## src/rtl/irq_debounce_latch.sv

```systemverilog
// irq_debounce_latch: per-channel interrupt front end.
// Syncs, debounces and latches request edges into sticky pending flags.
//
// Ports:
//   Clock        system clock, rising edge
//   Reset_n      asynchronous active-low reset
//   Irq_In       raw asynchronous request lines, active high
//   Irq_Enable   per-channel enable, masks Irq_Out only
//   Clear_Strobe one-cycle write-1-to-clear strobe
//   Clear_Mask   pending bits cleared while Clear_Strobe=1
//   Pending      sticky pending flags
//   Debounced    debounced level per channel
//   Irq_Out      registered OR of enabled pending flags
//
// Build option: define IRQ_BOTH_EDGES_EN to latch Pending on falling
// debounced transitions as well as rising ones.

module irq_debounce_latch #(
   parameter int unsigned NR_OF_INPUTS    = 8,
   parameter int unsigned DEBOUNCE_CYCLES = 4
) (
   input  logic                    Clock,
   input  logic                    Reset_n,
   input  logic [NR_OF_INPUTS-1:0] Irq_In,
   input  logic [NR_OF_INPUTS-1:0] Irq_Enable,
   input  logic                    Clear_Strobe,
   input  logic [NR_OF_INPUTS-1:0] Clear_Mask,
   output logic [NR_OF_INPUTS-1:0] Pending,
   output logic [NR_OF_INPUTS-1:0] Debounced,
   output logic                    Irq_Out
);

   localparam int unsigned N  = NR_OF_INPUTS;
   localparam int unsigned CW =
      ($clog2(DEBOUNCE_CYCLES + 1) < 1) ? 1
                                        : $clog2(DEBOUNCE_CYCLES + 1);
   localparam logic [CW-1:0] CNT_LAST = CW'(DEBOUNCE_CYCLES - 1);

   logic [N-1:0]  sync1_q;
   logic [N-1:0]  sync2_q;
   logic [N-1:0]  deb_q;
   logic [N-1:0]  deb_d;
   logic [N-1:0]  pend_q;
   logic [N-1:0]  pend_d;
   logic [N-1:0]  upd;
   logic [N-1:0]  set_v;
   logic [N-1:0]  clr_v;
   logic [CW-1:0] cnt_q [N];
   logic [CW-1:0] cnt_d [N];
   logic          irq_q;
   logic          irq_d;

   // Debounce: the level only moves after DEBOUNCE_CYCLES consecutive
   // synchronised samples disagree with it; any agreement restarts.
   always_comb begin
      deb_d = deb_q;
      upd   = '0;
      for (int i = 0; i < int'(N); i++) begin
         cnt_d[i] = '0;
         if (sync2_q[i] != deb_q[i]) begin
            if (cnt_q[i] == CNT_LAST) begin
               deb_d[i] = sync2_q[i];
               upd[i]   = 1'b1;
            end else begin
               cnt_d[i] = cnt_q[i] + 1'b1;
            end
         end
      end
   end

   always_comb begin
`ifdef IRQ_BOTH_EDGES_EN
      set_v = upd;
`else
      set_v = upd & deb_d;
`endif
      clr_v  = {N{Clear_Strobe}} & Clear_Mask;
      // Set is OR-ed in after the clear so a collision keeps the flag.
      pend_d = (pend_q & ~clr_v) | set_v;
      // A channel drives Irq_Out only once its flag is already
      // registered and survives this cycle: clears drop the output
      // at once, fresh captures reach it one edge after Pending.
      irq_d  = |(pend_q & pend_d & Irq_Enable);
   end

   always_ff @(posedge Clock or negedge Reset_n) begin
      if (!Reset_n) begin
         sync1_q <= '0;
         sync2_q <= '0;
         deb_q   <= '0;
         pend_q  <= '0;
         irq_q   <= 1'b0;
         for (int i = 0; i < int'(N); i++) begin
            cnt_q[i] <= '0;
         end
      end else begin
         sync1_q <= Irq_In;
         sync2_q <= sync1_q;
         deb_q   <= deb_d;
         pend_q  <= pend_d;
         irq_q   <= irq_d;
         for (int i = 0; i < int'(N); i++) begin
            cnt_q[i] <= cnt_d[i];
         end
      end
   end

   assign Pending   = pend_q;
   assign Debounced = deb_q;
   assign Irq_Out   = irq_q;

endmodule
```

## config.mk

```make
export PLATFORM = sky130hd
export DESIGN_NAME = irq_debounce_latch
export DESIGN_NICKNAME = d
export VERILOG_FILES = /design/src/rtl/irq_debounce_latch.sv
export SDC_FILE = /design/constraint.sdc
export NUM_CORES = 1
export LEC_CHECK = 0
export BUFFER_PORTS_ARGS = -buffer_cell sky130_fd_sc_hd__buf_2
export CAP_MARGIN = 5
export CELL_PAD_IN_SITES_DETAIL_PLACEMENT = 0
export CELL_PAD_IN_SITES_GLOBAL_PLACEMENT = 1
export CORE_MARGIN = 5
export CORE_UTILIZATION = 35
export CTS_CLUSTER_DIAMETER = 40
export CTS_CLUSTER_SIZE = 40
export DETAILED_ROUTE_END_ITERATION = 10
export PLACE_DENSITY = 0.66
export SLEW_MARGIN = 20
export SYNTH_ARGS = -nofsm -noshare
export SYNTH_HDL_FRONTEND = slang
export SYNTH_SLANG_ARGS = --single-unit
```

## constraint.sdc

```tcl
create_clock -name Clock -period 2.95 [get_ports Clock]
set_input_delay 0 -clock Clock [delete_from_list [all_inputs] [get_ports Clock]]
set_output_delay 0 -clock Clock [all_outputs]
set_load 0.02 [all_outputs]
```

==> impl_metrics.tcl, run 1 <==
set metrics [dict create \
    skew_ps 9.78 \
    layout_common_cells "dfrtp_1, buf_2, dlygate4sd3_1" \
    postCtsSetupRepairBufs 0 \
    path_max_fanout 5 \
    syn_inst 154 \
    seqPwrFrac 0.471 \
    cts_buffer_depth 2 \
    relSlewSlack 0.461 \
    grt_max_degree 38 \
    min_to "Irq_Out" \
    comb_power_share 0.275 \
    io_pins 44 \
    maxCapViolCount 0 \
    final_common_cell "dfrtp_1" \
    worst_pin_slew_ps 809 \
    finalCriticalPeriod_ps 1880 \
    netlist.area_leader.share 0.664 \
    reg2reg_to "Irq_Out" \
    clock_latency_ps 320 \
    dp_hpwl_um 2760 \
    cts_root_buf "clkbuf_8" \
    grt_util_met3 0.0577 \
    globalplace.congestion 0.690 \
    status "finished clean" \
    htreeDepth 3 \
    internal_power_w 0.00159 \
    viasPerCell 4.49 \
    whs_ps 39.5 \
    area_growth_pct 29.6 \
    cts_buffers 9 \
    row_count 28 \
    grt-ovfl-total 0 \
    yosys.area.top_type "dfrtp_1" \
    netlist_area_um2 2150 \
    hold_viol_final 0 \
    cp-start-kind "flip-flop" \
    drive_gt1_frac 0.293 \
    crit_type "flip-flop to flip-flop" \
    busiest_layer "met2" \
    holdPathStages 3 \
    ant_nets 0 \
    arrival_ps 2070 \
    multi_input_area_um2 703 \
    synth_area_leaders "dfrtp_1, ha_1, nor3b_1" \
    fin_tns_setup_ps 0 \
    required_ps 3140 \
    final_net_count 260 \
    rrSetupSlack_ps 1070 \
    cts_num_sinks 57 \
    rsz0062_at_grt "false" \
    wl_per_cell_um 12.7 \
    finalMaxSlewViolations 0 \
    reg2reg_from "cnt_q[9]" \
    synth.yosys.seq_area_share 0.664 \
    synthesis.nets 189 \
    cts_tree "built" \
    grt_pass1_wl_um 6610 \
    grt.total_usage 0.114 \
    grt_antenna_before_repair 0 \
    grt_util_met2 0.163 \
    drt_first_pass_iters 2 \
    grt_pass1_vias 1440 \
    cellPowerDensity_nw_per_um2 836 \
    drc 0 \
    core_area_um2 5960 \
    die_area_um2 7800 \
    cp-end-kind "flip-flop" \
    synth_cell_types 23 \
    hp-start "Irq_Enable[4]" \
    initial_core_util 0.361 \
    ir_worst_vdd_mv 0.309 \
    regArea_um2 1430 \
    die_x_um 88.3 \
    num_vias 1366 \
    grt_util_met1 0.149 \
    setup_viol 0 \
    synth_area_per_cell_um2 14.0 \
    drtIter0Drc 17 \
    die_h_um 88.3 \
    diodes 0 \
    n_fill_cell 570 \
    p_sw_w 0.000741 \
    reg2reg_depth 5 \
    path_clk_slew_ps 60 \
    period_share 0.639 \
    yosysWarnings 0 \
    ys_ff_latch 57 \
    fmax_ghz 0.531 \
    p_leak_nw 1.39 \
    clkPwrFrac 0.254 \
    hp-class "primary input to flip-flop" \
    swShare 0.318 \
    drt_wl_total_um 3880 \
    portBuffers 43 \
]
## routing by layer
| layer | share of wire | wire (um) |
|---|---|---|
| met5 | 0 | 0 |
| met2 | 0.41 | 1590 |
| met1 | 0.49 | 1910 |
| met4 | 0.0095 | 37 |
| met3 | 0.089 | 343 |
## through the flow
step	setup WS (ps)	utilization	cell area [um^2]	power [W]	std cells
2_1_floorplan	1130	-	2150	0.00153	154
3_3_place_gp	1100	0.412	2450	0.00174	272
3_5_place_dp	1080	0.412	2450	0.00175	272
4_1_cts	1060	0.468	2790	0.00238	304
5_1_grt	973	0.468	2790	0.00251	304
6_report	1070	0.468	2790	0.00233	304
## critical path: stages (launching register included)
cell	delay, ps
dfrtp_1	380
ha_1	210
nor2b_4	140
a32o_2	270
a32o_1	240
or4_1	500
## timing repair
action                                 4_1_cts  5_1_grt
endpoints found under the hold margin       52        0
resized for setup                            0        0
hold buffers                                17        0
## registers in the layout (all words and copies together) (netlist names)
name	flops
cnt_q	24
Debounced	8
Pending	8
sync1_q	8
sync2_q	8
Irq_Out	1
## how the worst max path moves through the flow
| stage | from | endpoint | slack, ps | cells past startpoint |
|---|---|---|---|---|
| floorplan | cnt_q[9] | Irq_Out | 1130 | 5 |
| global placement | cnt_q[9] | Irq_Out | 1100 | 5 |
| detailed placement | cnt_q[9] | Irq_Out | 1080 | 5 |
| CTS | cnt_q[9] | Irq_Out | 1060 | 5 |
| global route | cnt_q[9] | Irq_Out | 970 | 5 |
| finish | cnt_q[9] | Irq_Out | 1070 | 5 |
## logic make-up (layout without fill, tap and decap cells)
group,Yosys count,after routing,share of synthesized area
flip-flops,57,57,0.664
buffers and inverters,3,78,0.00874
AND/OR/NAND/NOR,57,57,0.164
multiplexers,6,6,0.0314
XOR/XNOR,8,8,0.0326
adder cells (fa/ha/maj),8,8,0.0466
AO/OA/AOI/OAI,15,15,0.0530
## final cells by class
cell class	count	area share
Clock inverter	4	0.00719
Multi-Input combinational cell	94	0.252
Clock buffer	11	0.0508
Timing Repair Buffer	61	0.141
Inverter	2	0.00270
Sequential cell	57	0.512
Tap cell	75	0.0337
## power by group through the flow
stage | logic (W) | clock network, W | registers (W)
after global placement | 0.000630 | 0 | 0.00111
after CTS | 0.000655 | 0.000620 | 0.00110
final | 0.000640 | 0.000592 | 0.00110
after global routing | 0.000726 | 0.000656 | 0.00112
after floorplan | 0.000326 | 0 | 0.00120
after detailed placement | 0.000634 | 0 | 0.00112
## Yosys cell counts
cell type,n
ha_1,8
o211ai_1,4
and2_1,1
nand2_2,1
nand2_1,15
inv_1,2
a31oi_1,2
dfrtp_1,57
o21ai_0,2
xnor2_1,8
a21o_1,4
nor3b_1,13
nor3_1,8
nor4bb_1,4
a32o_2,1
nand3b_1,2
or4_1,1
nor2b_1,10
buf_6,1
a32o_1,2
nor2b_4,1
nand4_1,1
mux2_2,6
Power figures use the tool's default switching activity.
==> inputs of run 2 (changes only) <==
PLACE_DENSITY = 0.69   (was 0.66)
clock period = 1.55 ns   (was 2.95 ns; I/O delays follow)
==> impl_metrics.tcl, run 2 (synthesis gave the netlist of run 1 again) <==
set metrics [dict create \
    rrSetupSlack_ps -130 \
    worst_pin_slew_ps 423 \
    setup_viol 1 \
    slowest_delay_ps 390 \
    wl_per_cell_um 12.7 \
    final_net_count 275 \
    regArea_um2 1430 \
    drc 0 \
    path_max_fanout 2 \
    violations "negative setup slack" \
    cp-start-kind "flip-flop" \
    min_to "Irq_Out" \
    drive_gt1_frac 0.367 \
    num_vias 1454 \
    required_ps 1750 \
    top_register "cnt_q" \
    crit_type "flip-flop to flip-flop" \
    cellPowerDensity_nw_per_um2 1600 \
    cts_tree "built" \
    final_area_um2 2950 \
    portBuffers 43 \
    ir_worst_vdd_mv 0.743 \
    drt_first_pass_iters 4 \
    status "finished with violations" \
    row_count 28 \
    drtIter0Drc 47 \
    hp-class "primary input to flip-flop" \
    die_h_um 88.3 \
    hold_viol_final 0 \
    final_common_cell "dfrtp_1" \
    grt-ovfl-total 0 \
    skew_ps 6.34 \
    path_clk_slew_ps 60 \
    htreeDepth 3 \
    multi_input_area_um2 722 \
    io_pins 44 \
    cp_cell_sequence "ha_2 > nor2b_4 > a32o_2 > a32o_1 > or4_1" \
    crit_buf_inv 0 \
    reg2reg_depth 5 \
    maxCapViolCount 0 \
    initial_core_util 0.361 \
    relSlewSlack 0.714 \
    clock_latency_ps 330 \
    grt_pass1_wl_um 6790 \
    fmax_ghz 0.594 \
    cts_root_buf "clkbuf_8" \
    finalMaxSlewViolations 0 \
    holdPathStages 4 \
    period_share 1.09 \
    die_x_um 88.3 \
    fin_ws_ps -134 \
    slowest_stage "dfrtp_1" \
    die_area_um2 7800 \
    rsz0062_at_grt "true" \
    area_growth_pct 37.3 \
    crit_family "simple AND/OR/NAND/NOR gates" \
    globalplace.congestion 0.783 \
    grt_pass1_vias 1496 \
    dp_hpwl_um 2890 \
    cts_buffers 9 \
    grt_antenna_before_repair 0 \
    finalCriticalPeriod_ps 1680 \
    largest_register_ffs 24 \
    cts_num_sinks 57 \
    reg2reg_to "Irq_Out" \
    dpl_cell_area_um2 2580 \
    reg2reg_from "cnt_q[15]" \
    layout_common_cells "dfrtp_1, buf_2, dlygate4sd3_1" \
    grt_max_degree 58 \
    core_area_um2 5960 \
    diodes 0 \
    p_leak_nw 1.47 \
    cp-end-kind "flip-flop" \
    drt_wl_total_um 4060 \
    viasPerCell 4.54 \
    ant_nets 0 \
    cts_buffer_depth 2 \
    arrival_ps 1890 \
    n_fill_cell 543 \
    hp-start "Irq_Enable[3]" \
    power_w 0.00473 \
    grt.total_usage 0.118 \
]
run 2: worst register-to-register path, stage by stage, from the launching register on:
cell and delay [ps]:
dfrtp_1 390, ha_2 180, nor2b_4 120, a32o_2 260
a32o_1 210, or4_1 380
run 2: per-layer routing:
metal  part of all wire  GRT usage  vias to the layer above
li1                   -          -                      721
met1               0.48      0.157                      683
met2               0.42      0.168                       44
met3              0.080     0.0605                        6
met4              0.014     0.0371                        0
met5                  0          0                        -
run 2: timing repair:
action | 4_1_cts | 5_1_grt
setup buffers | 1 | 0
gates resized for setup | 2 | 2
hold buffers | 17 | 0
pin swaps | 2 | 4
endpoints found under the hold margin | 73 | 0
endpoints found under the setup margin | 1 | 1
run 2: power breakdown:
group	internal, W	leakage, nW	switching, W
registers	0.00185	0.724	0.000215
logic	0.000730	0.654	0.000712
clock network	0.000657	0.0911	0.000564
total	0.00324	1.47	0.00149
run 2: worst max path at each step:
| stage | cells past startpoint | end | from |
|---|---|---|---|
| 2_1_floorplan | 5 | Irq_Out | cnt_q[9] |
| 3_3_place_gp | 5 | Irq_Out | cnt_q[12] |
| 3_5_place_dp | 5 | Irq_Out | cnt_q[12] |
| 4_1_cts | 5 | Irq_Out | cnt_q[15] |
| 5_1_grt | 5 | Irq_Out | cnt_q[15] |
| 6_report | 5 | Irq_Out | cnt_q[15] |
run 2: final cells by class:
| type | instances | share of cell area |
|---|---|---|
| Timing Repair Buffer | 76 | 0.176 |
| Clock buffer | 11 | 0.0513 |
| Inverter | 2 | 0.00255 |
| Tap cell | 75 | 0.0318 |
| Multi-Input combinational cell | 94 | 0.245 |
| Clock inverter | 5 | 0.0102 |
| Sequential cell | 57 | 0.484 |
run 2: through the flow:
step	hold WS [ps]	setup WS, ps	cells	TNS [ps]	utilization
after floorplan	-296	-82.3	154	-82.3	-
after global placement	26.0	-133	286	-133	0.433
after detailed placement	24.6	-141	286	-141	0.433
after CTS	26.5	-142	320	-142	0.494
after global routing	29.5	-178	320	-178	0.495
final	40.3	-134	320	-134	0.495
